[config.mk]
export PLATFORM = sky130hd
export DESIGN_NAME = mult_shift_add
export DESIGN_NICKNAME = d
export VERILOG_FILES = /design/src/rtl/mult_shift_add.sv
export SDC_FILE = /design/constraint.sdc
export NUM_CORES = 1
export LEC_CHECK = 0
export CAP_MARGIN = 15
export CELL_PAD_IN_SITES_DETAIL_PLACEMENT = 1
export CELL_PAD_IN_SITES_GLOBAL_PLACEMENT = 2
export CORE_MARGIN = 3
export CORE_UTILIZATION = 36
export CTS_BUF_LIST = sky130_fd_sc_hd__clkbuf_16
export DETAILED_ROUTE_END_ITERATION = 8
export PLACE_DENSITY = 0.77
export SETUP_SLACK_MARGIN = 0.1
export SYNTH_ARGS = -nofsm -noshare
export SYNTH_HDL_FRONTEND = slang
export SYNTH_SLANG_ARGS = --single-unit
[constraint.sdc]
create_clock -name clk -period 3.6 [get_ports clk]
set_input_delay 0.72 -clock clk [delete_from_list [all_inputs] [get_ports clk]]
set_output_delay 0.72 -clock clk [all_outputs]
set_load 0.005 [all_outputs]
[src/rtl/mult_shift_add.sv]
// mult_shift_add: sequential shift-add multiplier, one multiplier bit per clock, start/busy/done handshake.
// Optional MULT_SIGNED_MODE_EN adds is_signed for two's-complement operands (sign fix-up in the DONE cycle).
module mult_shift_add #(
  parameter int WIDTH = 4,
  parameter int CNT_W = $clog2(WIDTH + 1)
) (
  input  logic               clk,
  input  logic               reset,
  input  logic               start,
  input  logic [WIDTH-1:0]   a,
  input  logic [WIDTH-1:0]   b,
`ifdef MULT_SIGNED_MODE_EN
  input  logic               is_signed,
`endif
  output logic               busy,
  output logic               done,
  output logic [2*WIDTH-1:0] z
);
  typedef enum logic [1:0] {IDLE, RUN, DONE} state_t;
  state_t             state;
  logic [WIDTH-1:0]   mcand, mplier, acc, mag_a, mag_b;
  logic [CNT_W-1:0]   cnt;
  logic               neg, neg_in;
  logic [WIDTH:0]     sum;
  logic [2*WIDTH-1:0] prod;
`ifdef MULT_SIGNED_MODE_EN
  // Magnitudes are multiplied unsigned; -2^(WIDTH-1) maps to 2^(WIDTH-1), which still fits unsigned.
  assign mag_a  = (is_signed && a[WIDTH-1]) ? -a : a;
  assign mag_b  = (is_signed && b[WIDTH-1]) ? -b : b;
  assign neg_in = is_signed & (a[WIDTH-1] ^ b[WIDTH-1]);
`else
  assign mag_a  = a;
  assign mag_b  = b;
  assign neg_in = 1'b0;
`endif
  assign sum  = {1'b0, acc} + (mplier[0] ? {1'b0, mcand} : '0);
  assign prod = {acc, mplier};
  always_ff @(posedge clk or negedge reset) begin
    if (!reset) begin
      state  <= IDLE;
      busy   <= 1'b0;
      done   <= 1'b0;
      z      <= '0;
      mcand  <= '0;
      mplier <= '0;
      acc    <= '0;
      cnt    <= '0;
      neg    <= 1'b0;
    end else begin
      case (state)
        IDLE: begin
          done <= 1'b0;
          if (start) begin
            mcand  <= mag_a;
            mplier <= mag_b;
            neg    <= neg_in;
            acc    <= '0;
            cnt    <= '0;
            busy   <= 1'b1;
            state  <= RUN;
          end
        end
        RUN: begin
          acc    <= sum[WIDTH:1];
          mplier <= {sum[0], mplier[WIDTH-1:1]};
          cnt    <= cnt + CNT_W'(1);
          if (cnt == CNT_W'(WIDTH - 1)) begin
            busy  <= 1'b0;
            state <= DONE;
          end
        end
        DONE: begin
          z     <= neg ? -prod : prod;
          done  <= 1'b1;
          state <= IDLE;
        end
        default: state <= IDLE;
      endcase
    end
  end
endmodule

==> flow_summary.json <==
{
  "setup_tns_ns": 0,
  "multi_input_area_sq_um": 543,
  "arrival_ns": 2.09,
  "ys_types": 23,
  "synth_xor_area_share_pct": 0.691,
  "start_util_pct": 39.6,
  "final_common_cell": "dfrtp_1",
  "leakage_uw": 0.000715,
  "die_y_um": 65.3,
  "period_minus_slack_ns": 1.95,
  "max_cap_viol_count": 0,
  "worstPathRequired_ns": 3.74,
  "synth_top_cell_area_share_pct": 53.3,
  "cellPowerDensity_nw_per_um2": 801,
  "num_io_pins": 21,
  "synthMuxAreaShare_pct": 11.0,
  "insertion_delay_ns": 0.26,
  "grt_antenna_before_repair": 0,
  "place_hpwl_um": 1930,
  "grt_overflow": 0,
  "viasPerCell": 4.87,
  "cts_tree": "built",
  "critPathCaptureType": "flop",
  "period_share_pct": 54.2,
  "cpPeakStageDelay_ns": 0.56,
  "rows": 20,
  "port_buffers": 20,
  "syn-num-nets": 127,
  "synthAdderAreaFrac_pct": 7.50,
  "ff2ff_path_depth": 7,
  "worstSetupPathType": "input pin to flop",
  "ys_seq_area_share_pct": 53.3,
  "syn_avg_cell_area_sq_um": 11.6,
  "crit_path_start_kind": "input pin",
  "synth_top_family_by_area": "simple AND/OR/NAND/NOR gates",
  "wl_um": 2460,
  "path_cells": "clkdlybuf4s50_1 > nor3b_4 > mux2_4",
  "drv_slew": 0,
  "yosysWarningCount": 0,
  "wl_per_cell_um": 14.1,
  "vdd_drop_max_mv": 0.385,
  "grtUsageTotal_pct": 13.8,
  "synth_top_cell_by_area": "dfrtp_1",
  "remaining_drc_errors": 0,
  "dieArea_sq_um": 4270,
  "routabilityCongestion": 0.697,
  "ys_ff_latch": 27,
  "hold_viol": 0,
  "drt_pre_antenna_iters": 4,
  "drtIter0Drc": 34,
  "top_layer": "met4",
  "cts_hold_buf": 0,
  "layout_setup_ws_ns": 1.65,
  "grt_pass1_vias": 953,
  "fill_cells": 358,
  "drtAntennaViolNets": 0,
  "drive_gt1_share_pct": 13.8,
  "design.core.area_sq_um": 3200,
  "wl_met1_um": 1110,
  "clockBufferDepth": 2,
  "cp_max_fo": 7,
  "vias": 848,
  "cts_setup_buffers": 0,
  "post-place-ws_ns": 1.37,
  "wl_met3_um": 100,
  "rsz0062_at_grt": "false",
  "wl_met2_um": 1210,
  "n_antenna_cell": 0,
  "cts_resized": 0,
  "cts_sinks": 27,
  "clockRootBuffer": "clkbuf_16",
  "skew_ns": 0.00326,
  "slew_headroom_pct": 68.4,
  "grt_pass1_wl_um": 4540,
  "synth-compound-area-share_pct": 10.3,
  "syn2layout_area_growth_pct": 25.2,
  "holdPathStages": 2,
  "layout_common_cells": "dfrtp_1, clkdlybuf4s50_1, nand2_1, o21ai_0, mux2_2",
  "worstMarginPinSlew_ns": 0.474,
  "outcome": "finished, final reports clean",
  "synthSimpleGateAreaFrac_pct": 13.4,
  "regArea_sq_um": 676,
  "hp-class": "flop to flop",
  "syn-cell-area_sq_um": 1270,
  "numCtsBuffers": 3,
  "max_freq_mhz": 512,
  "clk_pin_slew_ns": 0.06,
  "die_x_um": 65.3,
  "slowest_stage": "clkdlybuf4s50_1",
  "finalNetCount": 149,
  "yosys-top-cells-area": "dfrtp_1, mux2_2, ha_1, o21ai_0, mux2_4",
  "holdWs_ns": 0.491,
  "grt_start_max_net_pins": 28,
  "synthCells": 109,
  "h-tree-depth": 1,
  "setup_viol": 0
}
==> report_power, final <==
part | leakage [uW] | internal (uW) | switching [uW] | total, uW
Combinational | 0.000338 | 271 | 205 | 476
Clock | 0.0000371 | 151 | 98.2 | 249
Sequential | 0.000340 | 435 | 110 | 545
Total | 0.000715 | 857 | 413 | 1270
==> path summary, 6_finish.rpt <==
| check | slack [ns] | endpoint | start |
|---|---|---|---|
| max | 1.65 | mcand[3] | start |
| min in group asynchronous | 0.82 | mplier[2] | reset |
| max reg2reg | 1.86 | acc[3] | mplier[0] |
| min | 0.49 | cnt[2] | cnt[2] |
| min reg2reg | 0.49 | cnt[2] | cnt[2] |
| max in group asynchronous | 2.53 | mcand[2] | reset |
==> registers in the layout, indices dropped and copies added, names as in the netlist <==
register and cells:
busy 1, z 8, mplier 4, state 2, mcand 4, acc 4
cnt 3, done 1
==> metal layers <==
metal	vias to the layer above	GRT usage, %
met5	-	0
met4	0	4.66
met3	5	3.76
met2	14	22.8
met1	419	17.3
li1	410	-
==> synthesized netlist by cell type (all sizes together) <==
| master | instances |
|---|---|
| nor2 | 3 |
| a21oi | 4 |
| dfrtp | 27 |
| nand2 | 14 |
| and3b | 3 |
| nor2b | 2 |
| nand3 | 1 |
| a21boi | 1 |
| fa | 1 |
| o21bai | 1 |
| nand2b | 4 |
| mux2 | 11 |
| ha | 6 |
| buf | 4 |
| xor2 | 1 |
| o32ai | 1 |
| nor3b | 1 |
| o21ai | 12 |
| inv | 6 |
| and2 | 3 |
| a22oi | 3 |
==> worst max-delay path: cells and delay by family <==
kind	cells	cell delay, ns
and+or+nand+nor	1	0.47
muxes	1	0.34
buffers and inverters	1	0.56
==> through the flow <==
| step | area [sq um] | util (%) | total power (uW) | instances |
|---|---|---|---|---|
| 2_1_floorplan | 1270 | - | 846 | 109 |
| 3_3_place_gp | 1500 | 47.0 | 1010 | 170 |
| 3_5_place_dp | 1500 | 47.0 | 1040 | 170 |
| 4_1_cts | 1590 | 49.5 | 1300 | 174 |
| 5_1_grt | 1590 | 49.5 | 1390 | 174 |
| 6_report | 1590 | 49.5 | 1270 | 174 |
==> cells by family after synthesis <==
logic type / Yosys count
AOI/OAI and AO/OA: 22
muxes: 11
xor gates and xnor gates: 1
DFF: 27
buffers and inverters: 10
adders and majority gates: 7
and+or+nand+nor: 31
==> final cells by class <==
class,instances,area share (%)
clock buffers,3,4.73
clock inverters,1,0.473
inverters,6,1.42
multi-input cells,72,34.2
flip-flops and latches,27,42.6
well taps,44,3.47
repair buffers,21,13.1
No activity file was read; power rests on OpenSTA's default activity.
